[src/rtl/sqrt_uns_pkg.sv]
// sqrt_uns_pkg: shared types, constants and helpers for the sequential
// unsigned square-root unit (sqrt_uns_seq).
// Optional feature macro: SQRT_UNS_SEQ_EARLY_EXIT_EN (uses countZeroPairs).

package sqrt_uns_pkg;

   // Controller states: waiting for an operand, iterating, holding a result
   typedef enum logic [1:0] {
      IDLE = 2'd0,
      CALC = 2'd1,
      DONE = 2'd2
   } sqrtState_t;

   // Default root width; the operand is twice as wide
   localparam int DefaultRootWidth = 8;

   // Iteration counter width for the default root width, $clog2(width+1)
   localparam int IterCntWidth = $clog2(DefaultRootWidth + 1);

   // Iteration counter width for an arbitrary root width
   function automatic int cntWidthFor(input int w);
      return $clog2(w + 1);
   endfunction

   // Number of leading all-zero bit pairs in a 2*w-bit operand (0..w).
   // The operand sits in the low 2*w bits of x; w must not exceed 64.
   function automatic int countZeroPairs(input logic [127:0] x, input int w);
      int   count;
      logic seenOne;
      count   = 0;
      seenOne = 1'b0;
      for (int i = w - 1; i >= 0; i--) begin
         if (!seenOne && (x[2*i +: 2] == 2'b00)) begin
            count++;
         end else begin
            seenOne = 1'b1;
         end
      end
      return count;
   endfunction

endpackage

[src/rtl/sqrt_uns_step.sv]
// sqrt_uns_step: one restoring digit-by-digit square-root iteration.
// Brings down the next two operand bits, tries to subtract {root, 01} and
// keeps the difference when it does not borrow. Purely combinational.
// Optional feature macro of the enclosing unit: SQRT_UNS_SEQ_EARLY_EXIT_EN
// (no effect here).

module sqrt_uns_step
   import sqrt_uns_pkg::*;
#(
   parameter int width = DefaultRootWidth
) (
   input  logic [width+1:0] rem_i,
   input  logic [width-1:0] root_i,
   input  logic [1:0]       digit_i,
   output logic [width+1:0] rem_o,
   output logic             rootBit_o
);

   logic [width+1:0] remShift;
   logic [width+1:0] trial;
   logic [width+2:0] diff;

   // The partial remainder never exceeds 2*root, so the shifted value always
   // fits in width+2 bits and the top two bits of rem_i can be dropped.
   assign remShift = (width+2)'({rem_i, digit_i});
   assign trial    = {root_i, 2'b01};

   // Extra top bit of the difference is the borrow: set means trial > remShift
   assign diff      = {1'b0, remShift} - {1'b0, trial};
   assign rootBit_o = ~diff[width+2];
   assign rem_o     = diff[width+2] ? remShift : diff[width+1:0];

endmodule

[src/rtl/sqrt_uns_seq.sv]
// sqrt_uns_seq: iterative unsigned square root, Q = floor(sqrt(X)),
// R = X - Q*Q, producing one root bit per clock with valid/ready handshakes
// on both sides. Latency is width cycles from accept to result valid.
// Optional feature macro: SQRT_UNS_SEQ_EARLY_EXIT_EN - skips leading all-zero
// bit pairs of the operand, so latency becomes max(1, width - zeroPairs).
// width must be at least 2.

module sqrt_uns_seq
   import sqrt_uns_pkg::*;
#(
   parameter int width = DefaultRootWidth
) (
   input  logic               clk_i,
   input  logic               rst_i,
   input  logic [2*width-1:0] X,
   input  logic               in_valid_i,
   output logic               in_ready_o,
   output logic [width-1:0]   Q,
   output logic [width:0]     R,
   output logic               out_valid_o,
   input  logic               out_ready_i
);

   localparam int CntW = cntWidthFor(width);

   sqrtState_t         state_q;
   logic [2*width-1:0] op_q;
   logic [width+1:0]   rem_q;
   logic [width-1:0]   root_q;
   logic [CntW-1:0]    cnt_q;
   logic               inReady_q;
   logic               outValid_q;

   logic [width+1:0]   rem_d;
   logic [width-1:0]   root_d;
   logic               rootBit;
   logic [2*width-1:0] opLoad;
   logic [CntW-1:0]    cntLoad;

   sqrt_uns_step #(
      .width(width)
   ) u_step (
      .rem_i    (rem_q),
      .root_i   (root_q),
      .digit_i  (op_q[2*width-1 -: 2]),
      .rem_o    (rem_d),
      .rootBit_o(rootBit)
   );

   assign root_d = {root_q[width-2:0], rootBit};

`ifdef SQRT_UNS_SEQ_EARLY_EXIT_EN
   int zeroPairs;

   // Skip the operand's leading zero pairs: they would only shift zeros into
   // the root, so the operand is pre-aligned and the iteration count reduced.
   always_comb begin
      zeroPairs = countZeroPairs(128'(X), width);
      opLoad    = X << (2 * zeroPairs);
      if (zeroPairs >= width) begin
         cntLoad = CntW'(1);
      end else begin
         cntLoad = CntW'(width - zeroPairs);
      end
   end
`else
   // Always walk every bit pair of the operand
   always_comb begin
      opLoad  = X;
      cntLoad = CntW'(width);
   end
`endif

   // Controller, datapath registers and registered handshake flags
   always_ff @(posedge clk_i) begin
      if (rst_i) begin
         state_q    <= IDLE;
         op_q       <= '0;
         rem_q      <= '0;
         root_q     <= '0;
         cnt_q      <= '0;
         inReady_q  <= 1'b0;
         outValid_q <= 1'b0;
      end else begin
         case (state_q)
            IDLE: begin
               inReady_q <= 1'b1;
               if (in_valid_i && inReady_q) begin
                  op_q      <= opLoad;
                  rem_q     <= '0;
                  root_q    <= '0;
                  cnt_q     <= cntLoad;
                  inReady_q <= 1'b0;
                  state_q   <= CALC;
               end
            end
            CALC: begin
               rem_q  <= rem_d;
               root_q <= root_d;
               op_q   <= op_q << 2;
               cnt_q  <= cnt_q - CntW'(1);
               if (cnt_q == CntW'(1)) begin
                  outValid_q <= 1'b1;
                  state_q    <= DONE;
               end
            end
            DONE: begin
               if (out_ready_i) begin
                  outValid_q <= 1'b0;
                  inReady_q  <= 1'b1;
                  state_q    <= IDLE;
               end
            end
            default: begin
               inReady_q  <= 1'b0;
               outValid_q <= 1'b0;
               state_q    <= IDLE;
            end
         endcase
      end
   end

   // Root and remainder registers are untouched in DONE, so results hold
   // steady under backpressure.
   assign Q           = root_q;
   assign R           = (width+1)'(rem_q);
   assign in_ready_o  = inReady_q;
   assign out_valid_o = outValid_q;

endmodule

[config.mk]
export PLATFORM = sky130hd
export DESIGN_NAME = sqrt_uns_seq
export DESIGN_NICKNAME = d
export VERILOG_FILES = /design/src/rtl/sqrt_uns_pkg.sv /design/src/rtl/sqrt_uns_step.sv /design/src/rtl/sqrt_uns_seq.sv
export SDC_FILE = /design/constraint.sdc
export NUM_CORES = 1
export LEC_CHECK = 0
export ABC_AREA = 1
export BUFFER_PORTS_ARGS = -buffer_cell sky130_fd_sc_hd__buf_2
export CORE_MARGIN = 2
export CORE_UTILIZATION = 50
export CTS_CLUSTER_DIAMETER = 50
export DETAILED_ROUTE_END_ITERATION = 12
export GPL_ROUTABILITY_DRIVEN = 0
export PLACE_DENSITY = 0.72
export SYNTH_ARGS = -nofsm -noshare
export SYNTH_HDL_FRONTEND = slang
export SYNTH_SLANG_ARGS = --single-unit
[constraint.sdc]
create_clock -name clk_i -period 1.71 [get_ports clk_i]
set_input_delay 0.342 -clock clk_i [delete_from_list [all_inputs] [get_ports clk_i]]
set_output_delay 0.342 -clock clk_i [all_outputs]
set_load 0.005 [all_outputs]
# Yosys cells after proc, flatten, opt, wreduce, memory -nomap -nowiden
# Index checks and enable logic that the tools add are counted.
[op_classes] eq_ne=6 add_sub_neg=2 bitwise_logic=3 n_reduce_logical=7 n_mux=19
[op_table] op="16-bit case mux with 2 select lines" count=1
[op_table] op="9-bit 2-to-1 mux" count=2
[op_table] op="9-bit case mux with 2 select lines" count=1
[op_table] op="16-bit 2-to-1 mux" count=1
[op_table] op="8-bit case mux with 2 select lines" count=1
[op_table] op="10-bit by 10-bit subtractor with 11-bit output" count=1
[op_table] op="8-bit 2-to-1 mux" count=1
[op_table] op="4-bit case mux with 2 select lines" count=1
[op_table] op="2-bit 2-to-1 mux" count=3
[op_table] op="2-bit != test (second input constant)" count=3
[op_table] op="1-bit case mux with 3 select lines" count=2
[op_table] op="2-bit case mux with 3 select lines" count=1
[op_table] op="3-bit AND reduction" count=2
[op_table] op="4-bit by 1-bit == test with 1-bit output (second input constant)" count=1
[op_table] op="1-bit 2-to-1 mux" count=4
[op_table] op="4-bit 2-to-1 mux" count=1
[op_table] op="2-bit AND reduction" count=2
[op_table] op="4-bit by 1-bit subtractor with 4-bit output (second input constant)" count=1
[op_table] op="1-bit NOT" count=3
[op_table] op="2-bit by 1-bit == test with 1-bit output (second input constant)" count=1
[op_table] op="2-bit == test (second input constant)" count=1
[op_table] op="2-bit zero test" count=1
[op_table] op="2-bit nonzero test" count=1
[op_table] op="1-bit logical AND" count=1
[word_totals] out_inout_bits=19 ff_bits=41 elab_cells=44 in_bits=20

# Longest topological paths before layout
# Gate-level depths: netlist of the first run.
[logic_depth] ltp_word=3 depth_mapped=12 mapped_depth_nobuf=12

# Modules after synthesis
# A second synthesis of the first run with hierarchy kept.
[unflattened] hier_cells=379 area_unflattened_um2=2548.7
[modules_own_cells] module="sqrt_uns_seq" seq_area_each_um2=840.8 instances=1 area_per_inst_um2=1835.5 cells_per_inst=254
[modules_own_cells] module="sqrt_uns_step" seq_area_each_um2=0.0 instances=1 area_per_inst_um2=713.2 cells_per_inst=125

# Least setup slack after synthesis of the first run
# OpenSTA, ideal clock, no wires.
[synth_timing] path_kind="register -> register" from="register root_q[6] (netlist: Q[6])" to="register rem_q[8]" setup_ps=114 path_buffers=0 path_stages_with_launch=11 required_time_ps=1596 path_slack_ps=71 period_less_slack_ps=1639 arrival_ps=1526 path_cell_list="dfxtp_1 inv_1 ha_1 nand2_4 inv_2 a21oi_4 nand3_4 nand2_4 nand2_2 nand2_1 a21oi_2"
[synth_between] elab_chain_len=3
[synth_rtl] element="from (decl)" line_no="sqrt_uns_seq.sv:29" rtl="logic [width-1:0] root_q;"
[synth_rtl] element="from (signal assigned)" line_no="sqrt_uns_seq.sv:99" rtl="root_q <= root_d;"
[synth_rtl] element="10-bit by 10-bit subtractor with 11-bit output" line_no="sqrt_uns_step.sv:29" rtl="assign diff = {1'b0, remShift} - {1'b0, trial};"
[synth_rtl] element="9-bit 2-to-1 mux" line_no="sqrt_uns_step.sv:31" rtl="assign rem_o = diff[width+2] ? remShift : diff[width+1:0];"
[synth_rtl] element="9-bit case mux with 2 select lines" line_no="sqrt_uns_seq.sv:85" rtl="case (state_q)"
[synth_rtl] element="to (signal assigned)" line_no="sqrt_uns_seq.sv:98" rtl="rem_q <= rem_d;"
[synth_rtl] element="to (decl)" line_no="sqrt_uns_seq.sv:28" rtl="logic [width+1:0] rem_q;"
# Every way passes these cells.
# A chain may end at the register's enable or synchronous reset.

# Worst setup path after layout of the first run
[layout_timing] from="register rem_q[5]" to="register rem_q[5]"
[layout_between] elab_chain_len=3
[layout_rtl] element="10-bit by 10-bit subtractor with 11-bit output" line_no="sqrt_uns_step.sv:29"
[layout_rtl] element="9-bit 2-to-1 mux" line_no="sqrt_uns_step.sv:31"
[layout_rtl] element="9-bit case mux with 2 select lines" line_no="sqrt_uns_seq.sv:85"
# Every way passes these cells.

==> results.md, run 1 <==
* Outcome: finished clean
* Post-Layout Cell Count at 449
* Crit path DAT at 1880 ps
* Part of the power in combinational logic at 0.491
* Critical path cell sequence: ha_4 > nand2_1 > nand2_2 > a21oi_4 > nand3_4 > nand3_2 > nand3_2 > a21oi_2
* Synth cell types at 31
* Worst Skew at 4.02 ps
* DRT antenna net count at 0
* Pin count of the biggest net entering global routing at 38
* Detailed router's first-iteration violation count at around 230
* Syn_nets at around 370
* Fin util at 0.686
* Hold WS at between 200 and 300 ps
* Clock power frac at 0.226
* Residual DRC at 0
* Pwr Density at 1330 nW/µm²
* Clock latency on the worst-skew pair at between 200 and 300 ps
* Synth Flop Type: dfxtp_1
* Top delay family on crit path: simple AND/OR/NAND/NOR gates
* FF+latch count, synth at just over 40
* Filler cells at approximately 370
* Antenna diode count at 0
* Hpwl dp at 3900 µm
* P_sw at 0.00160 W
* Max-Slew Margin vs Limit at 0.772
* Number of synthesized flops with an enable pin at 0
* CTS Buffer Depth at 2
* Req. time, crit path at 1940 ps
* Layout area overhead at 29.6%
* CP max FO at 6
* Final #Nets at around 430
* Critical path class: flop to flop
* Worst setup margin at 61.1 ps
* Pre-CTS setup slack at -26.3 ps
* IO Pins at 39
* All-Layer GR Usage at 0.228
* Area taken by multi-input logic gates at 1440 µm²
* Final setup viols at 0
* Drt total wl at 6000 µm
* Hold WC Path Type: input port to flop
* Ratio of cells with drive above 1 in the final layout at 0.307
* Sw frac at 0.396
* Gate Count Post-Synth at approximately 340
* Antenna violations before repair at 0
* Sequential area share after synthesis at 0.349
* Worst path max stage delay at 370 ps
* Async SR Flop Fraction at 0
* Max-Cap Viols at 0
* Port bufs at 38
* Vias in the first global route at 2165
* CTS root buf: clkbuf_8
* Core ar. at 4440 µm²
* Yosys warnings at 0
* Int Pwr at between 0.002 and 0.0025 W
* Mapped Avg Cell Area at 6.98 µm²
* Initial core utilization at 0.530
* 1st-pass router iterations at 4
* Total CTS buffers at 5
* H-tree levels at 2
* Row count at 24
* Crit-path slowest cell: dfxtp_4
* Global-route wire length before repair at about 9500 µm
* Vias at 2364
* Tightest Pin Transition at 341 ps
* Post-layout min period at ~1600 ps
* Setup crit start kind: flop
* FF/Latch Area at 835 µm²
* Chip Height at 72.6 µm
* CTS tree: yes
* Nature of the critical path endpoint: flop
* Remaining Overflow, GRT at 0
* WP buf/inv at 0
* Routed len/inst at 13.4 µm
* Post-CTS Hold Fix Bufs at 0
* Final hold violations at 0
* Fmax at 606 MHz
* Sequential Power Share at 0.283
* Leakage at 1.38 nW
* Placed cells at 434
* CP most frequent cell: nand3_2
* Peak supply drop at 0.000575 V
* Clk sink count at 41
* Die area at approximately 5300 µm²
* Synthesized cell area at 2350 µm²
* Clock slew at reported path FFs at around 80 ps
* Final slew viol count at 0
* Die width at just over 70 µm
* Vias per cell at about 5.3
* Post-route clock period utilization at 0.964
-- cells in the mapped netlist, drive strengths merged, types with 2 or more instances --
cell	number	share of area
a21oi	30	0.070
a31oi	14	0.037
buf	10	0.029
clkbuf	3	0.0090
dfxtp	41	0.35
ha	11	0.058
inv	49	0.078
nand2	112	0.19
nand3	22	0.057
nand4	10	0.027
nor2	13	0.031
nor3	2	0.0090
o21ai	14	0.031
xor2	2	0.0074
-- placed cells by master, fill, tap and decap left out, types with 2 or more instances in the layout --
cell / netlist / layout
buf_2: 4 / 38
nand3_1: 20 / 16
o21ai_0: 13 / 12
buf_4: 5 / 23
ha_4: 0 / 8
nand2_2: 5 / 7
clkbuf_8: 1 / 5
dfxtp_2: 0 / 8
nand3_2: 0 / 5
ha_1: 11 / 3
nor2_1: 11 / 10
a21oi_1: 28 / 26
nand2_4: 3 / 5
bufinv_16: 0 / 2
a21oi_2: 1 / 3
nand2_1: 104 / 100
clkinv_2: 0 / 2
dfxtp_1: 41 / 32
inv_1: 45 / 44
xor2_1: 2 / 2
a31oi_1: 14 / 14
inv_2: 4 / 4
nand4_1: 10 / 10
nand3_4: 2 / 3
-- what timing repair did --
action                                  in CTS  in global routing
buffers inserted                             3                  2
pin swaps                                    4                 17
endpoints found under the setup margin       5                 10
gates resized for setup                      2                 33
cloned                                       1                  1
endpoints found under the hold margin        0                  0
-- state kept, by name (all words and copies together) (netlist names) --
register and count:
op_q 16, Q 8, cnt_q 4, in_ready_o 1, out_valid_o 1, rem_q 9
state_q 2
-- worst paths after layout --
check           start  endpoint  slack (ps)  cells past startpoint
max          rem_q[5]  rem_q[5]          60                      8
min              X[1]   op_q[1]         300                      3
max reg2reg  rem_q[5]  rem_q[5]          60                      8
min reg2reg   op_q[1]   op_q[1]         460                      2
-- routing by layer --
| metal | track usage | share of wire | vias to the layer above |
|---|---|---|---|
| met3 | 0.0359 | 0.047 | 12 |
| met1 | 0.309 | 0.46 | 1071 |
| met4 | 0.0741 | 0.017 | 0 |
| met5 | 0 | 0 | - |
| li1 | - | - | 1212 |
| met2 | 0.371 | 0.47 | 69 |
-- logic make-up after synthesis --
kind of cell | share of synthesized area
AO/OA/AOI/OAI | 0.149
XOR/XNOR | 0.00744
adder cells (fa/ha/maj) | 0.0585
buffers and inverters | 0.116
flip-flops | 0.349
AND/OR/NAND/NOR | 0.320
-- stage by stage --
stage,cell area (µm²),setup TNS (ps),power (W)
CTS,2870,0,0.00379
finish,3050,0,0.00405
global route,3050,-313,0.00431
floorplan,2350,0,0.00236
global placement,2680,0,0.00272
detailed placement,2680,-26.3,0.00274
-- area by class of cell --
type | count | share of cell area
Sequential cell | 41 | 0.274
Tap cell | 52 | 0.0213
Clock buffer | 5 | 0.0226
Inverter | 49 | 0.0607
Clock inverter | 3 | 0.0213
Timing Repair Buffer | 63 | 0.129
Multi-Input combinational cell | 236 | 0.471
-- worst min-delay path, cell delays in order --
cell and delay, ps:
buf_2 100, nand2_1 50, a21oi_1 50
-- power groups by stage --
| stage | sequential, W | combinational (W) | clock (W) |
|---|---|---|---|
| 2_1_floorplan | 0.00114 | 0.00122 | 0 |
| 3_3_place_gp | 0.00114 | 0.00158 | 0 |
| 3_5_place_dp | 0.00115 | 0.00160 | 0 |
| 4_1_cts | 0.00113 | 0.00173 | 0.000933 |
| 5_1_grt | 0.00116 | 0.00219 | 0.000970 |
| 6_report | 0.00114 | 0.00198 | 0.000916 |
(Power assumes the default switching activity.)
==> run 2, diff against run 1 <==
- CORE_MARGIN: 2 -> default
- RECOVER_POWER: default -> 50
==> results.md, run 2 (same netlist as run 1, synthesis figures left out) <==
* 1st-pass router iterations at 8
* Post-CTS Hold Fix Bufs at 0
* Failing checks: design-rule violations
* Critical path class: flop to flop
* Final #Nets at 426
* Initial core utilization at 0.530
* Post-route cell area at around 3000 µm²
* Most frequent cells in the layout: nand2_1, inv_1, dfxtp_1
* Hpwl dp at 3950 µm
* CTS Buffer Depth at 2
* CTS tree: yes
* Outcome: complete, but fails checks
* Layout area overhead at 25.8%
* Tightest Pin Transition at approximately 450 ps
* Port bufs at 38
* Ratio of cells with drive above 1 in the final layout at 0.235
* Met3 Wirelength at about 220 µm
* Fmax at approximately 610 MHz
* Pwr Density at 1280 nW/µm²
* Hold WC Path Type: input port to flop
* Crit path DAT at 1860 ps
* Vias at 2329
* Vias per cell at 5.20
* Max-Cap Viols at 0
* All-Layer GR Usage at 0.229
* Routed length on met2 at between 2000 and 3000 µm
* Filler cells at between 300 and 400
* Nature of the critical path endpoint: flop
* H-tree levels at 2
* DRT antenna net count at 0
* Peak supply drop at 0.000689 V
* Pin count of the biggest net entering global routing at 38
* Final hold violations at 0
* Die area at 4990 µm²
* Global-route wire length before repair at 9240 µm
* Vias in the first global route at 2213
* Antenna violations before repair at 0
* Max FFs per register at 16
* Hold WS at 297 ps
* Leakage at about 1.3 nW
* Clock slew at reported path FFs at 80 ps
* CTS root buf: clkbuf_8
* Clk sink count at 41
* Die width at 70.6 µm
* Area taken by multi-input logic gates at 1390 µm²
* Row count at 24
* Reg-to-reg slack, setup at ~66 ps
* Post-route clock period utilization at 0.961
* Top layer in use: met4
* Final slew viol count at 0
* Residual DRC at 2
* Placed cells at 438
* Max-Slew Margin vs Limit at 0.698
* Final setup viols at 0
* Worst Skew at 8.40 ps
* FF/Latch Area at 825 µm²
* Setup crit start kind: flop
* Post-Layout Cell Count at between 400 and 500
* Routed len/inst at 12.5 µm
* Most flops, register: op_q
* Clock latency on the worst-skew pair at 290 ps
* IO Pins at 39
* Core ar. at 4440 µm²
* Most frequent standard cell in the layout excluding fill and tap cells: nand2_1
* CP max FO at 5
* Detailed router's first-iteration violation count at roughly 220
* WL met1 at 2560 µm
* Remaining Overflow, GRT at 0
* Antenna diode count at 0
* Total CTS buffers at 5
* Drt total wl at 5600 µm
* Req. time, crit path at 1930 ps
* Post-layout min period at 1640 ps
* Post-DP Area at around 2700 µm²
* Chip Height at 70.6 µm
==> run 2: layout make-up <==
class                      instances  share of cell area
inverter                          49              0.0621
timing repair buffer              63               0.129
multi-input combinational        235               0.471
tap                               52              0.0220
clock buffer                       6              0.0245
sequential                        41               0.278
clock inverter                     2              0.0131
==> run 2: metrics by stage <==
step           worst slack, ps  power (W)  setup TNS, ps  utilization
4_1_cts                   21.2    0.00357              0        0.641
3_5_place_dp              39.5    0.00277              0        0.613
6_report                  66.1    0.00379              0        0.666
2_1_floorplan             70.6    0.00236              0            -
3_3_place_gp              75.6    0.00276              0        0.613
5_1_grt                  -45.9    0.00407          -65.7        0.666
==> run 2: worst max-delay path: stages (launching register included) <==
cell and delay, ps:
dfxtp_2 330, inv_1 60, ha_4 260, nand2_1 80
nand2_2 80, a21oi_4 280, nand3_4 140, nand3_1 100
nand3_1 80, a21oi_1 150
==> run 2: timing repair <==
item | CTS | global route
pin swaps | 0 | 3
buffers inserted | 0 | 1
setup endpoints to repair | 3 | 9
gates resized for setup | 1 | 19
cloned | 0 | 1
==> run 2: final timing paths <==
path | startpoint | endpoint | cells after the start
worst max-delay path | Q[5] | rem_q[5] | 9
worst min-delay path | X[1] | op_q[1] | 3
worst max register to register | Q[5] | rem_q[5] | 9
worst min register to register | op_q[1] | op_q[1] | 2
==> run 2: routing by layer <==
layer  GRT usage  up-vias
met5           0        -
met4      0.0667        0
met3      0.0399        7
met2       0.403       48
met1       0.288     1064
li1            -     1210
==> run 2: where the power goes <==
part | internal [W] | leakage (nW) | total (W) | switching (W)
clock network | 0.000439 | 0.0554 | 0.000784 | 0.000345
logic | 0.000783 | 0.924 | 0.00187 | 0.00108
registers | 0.00106 | 0.336 | 0.00114 | 0.0000811
==> run 3, diff against run 2 <==
- CORE_UTILIZATION: 50 -> 35
- PLACE_DENSITY: 0.72 -> 0.53
==> results.md, run 3 (same netlist as run 1, synthesis figures left out) <==
* Hold Startpoint: X[1]
* Tightest Pin Transition at 320 ps
* Worst Skew at 6.25 ps
* Routed len/inst at 12.8 µm
* Drt total wl at 6060 µm
* All-Layer GR Usage at 0.177
* Peak supply drop at 0.000544 V
* Max-Slew Margin vs Limit at 0.787
* Final setup viols at 0
* Max-Cap Viols at 0
* Req. time, crit path at between 1500 and 2000 ps
* CP max FO at 5
* Port bufs at 38
* R2R depth at 9
* Crit path DAT at between 1500 and 2000 ps
* Setup crit start kind: flop
* Most frequent standard cell in the layout excluding fill and tap cells: nand2_1
* CTS resizes at 0
* Core ar. at 6420 µm²
* 1st-pass router iterations at 9
* Hold WC Path Type: input port to flop
* Post-CTS Hold Fix Bufs at 0
* Outcome: complete, but fails checks
* Sum of negative setup slack at 0 ps
* Reg-to-reg slack, setup at 80 ps
* CTS tree: yes
* Critical path class: flop to flop
* Die width at roughly 84 µm
* Reg2reg end: rem_q[8]
* Global-route wire length before repair at ~10000 µm
* Pin count of the biggest net entering global routing at 38
* Residual DRC at 2
* Die area at roughly 7000 µm²
* Detailed router's first-iteration violation count at 95
* Clock slew at reported path FFs at 90 ps
* Final #Nets at 426
* Chip Height at 84 µm
* CTS root buf: clkbuf_8
* Nature of the critical path endpoint: flop
* Layout area overhead at 29.9%
* DRT antenna net count at 0
* Clock latency on the worst-skew pair at ~310 ps
* Vias per cell at slightly below 5
* Final hold violations at 0
* Clk sink count at 41
* Pwr Density at 1240 nW/µm²
* Total CTS buffers at 5
* Final slew viol count at 0
* Max FFs per register at 16
* Post-route clock period utilization at 0.953
* Setup bufs post-CTS at 0
* Antenna violations before repair at 0
* Fmax at a little over 600 MHz
* Leakage at 1.34 nW
* Ratio of cells with drive above 1 in the final layout at 0.308
* Hpwl dp at ~4100 µm
* Vias in the first global route at 2213
* Row count at 29
* Fin util at 0.476
* Post-layout min period at 1630 ps
* Remaining Overflow, GRT at 0
* Antenna diode count at 0
* Initial core utilization at 0.366
* Failing checks: design-rule violations
* Beginning of the critical path: Q[5]
* Most frequent cells in the layout: nand2_1, inv_1, dfxtp_1, buf_2, a21oi_1
* H-tree levels at 2
* IO Pins at 39
* R2R Path Start: Q[5]
* Vias at 2336
* CTS Buffer Depth at 2
* Hold WS at between 200 and 300 ps
* Crit path capture: rem_q[8]
* Most flops, register: op_q
## run 3: changes by cell type in the layout (fill, tap and decap cells not counted), moves of 5 or more
cell      before  now
a21oi_1       26   20
a21oi_2        3    9
clkbuf_1      12    6
nand2_1      103   98
nand3_1       20   15
nand3_2        0    5
## run 3: where the power goes
part / switching (W) / internal [W] / total [W]
sequential: 0.0000814 / 0.00106 / 0.00114
clock: 0.000388 / 0.000290 / 0.000678
combinational: 0.00117 / 0.000815 / 0.00199
## run 3: cell type report
class,instances,area [µm²]
fillers,661,3360
multi-input cells,235,1460
flip-flops and latches,41,828
repair buffers,63,399
inverters,49,184
well taps,77,96.3
clock buffers,5,68.8
clock inverters,3,22.5
## run 3: stage by stage
step | instances | setup WS (ps) | instance area [µm²] | total power (W)
floorplan | 337 | 70.6 | 2350 | 0.00236
global placement | 464 | 31.7 | 2770 | 0.00281
detailed placement | 464 | 49.6 | 2770 | 0.00281
CTS | 472 | 10.7 | 2860 | 0.00350
global route | 473 | -10.1 | 3060 | 0.00409
finish | 473 | 80.4 | 3060 | 0.00380
## run 3: worst min path at each step
stage / to / slack (ps) / cells after the start
3_3_place_gp: op_q[0] / 450 / 2
5_1_grt: op_q[1] / 290 / 3
4_1_cts: op_q[1] / 270 / 3
2_1_floorplan: op_q[0] / 440 / 2
6_report: op_q[1] / 270 / 3
3_5_place_dp: op_q[0] / 450 / 2
## run 3: per-layer routing
metal / vias to the layer above / part of all wire / global-route usage
met5: - / 0 / 0
met4: 0 / 0.015 / 0.0658
met3: 9 / 0.034 / 0.0386
met2: 41 / 0.48 / 0.283
met1: 1076 / 0.47 / 0.233
li1: 1210 / - / -
## run 3: worst max-delay path: stages (launching register included)
cell and delay [ps]:
dfxtp_2 340, inv_2 40, ha_4 230, nand2_2 90, nand2_4 70, a21oi_4 280, nand3_4 180, nand3_1 140
nand2_1 80, a21oi_2 110
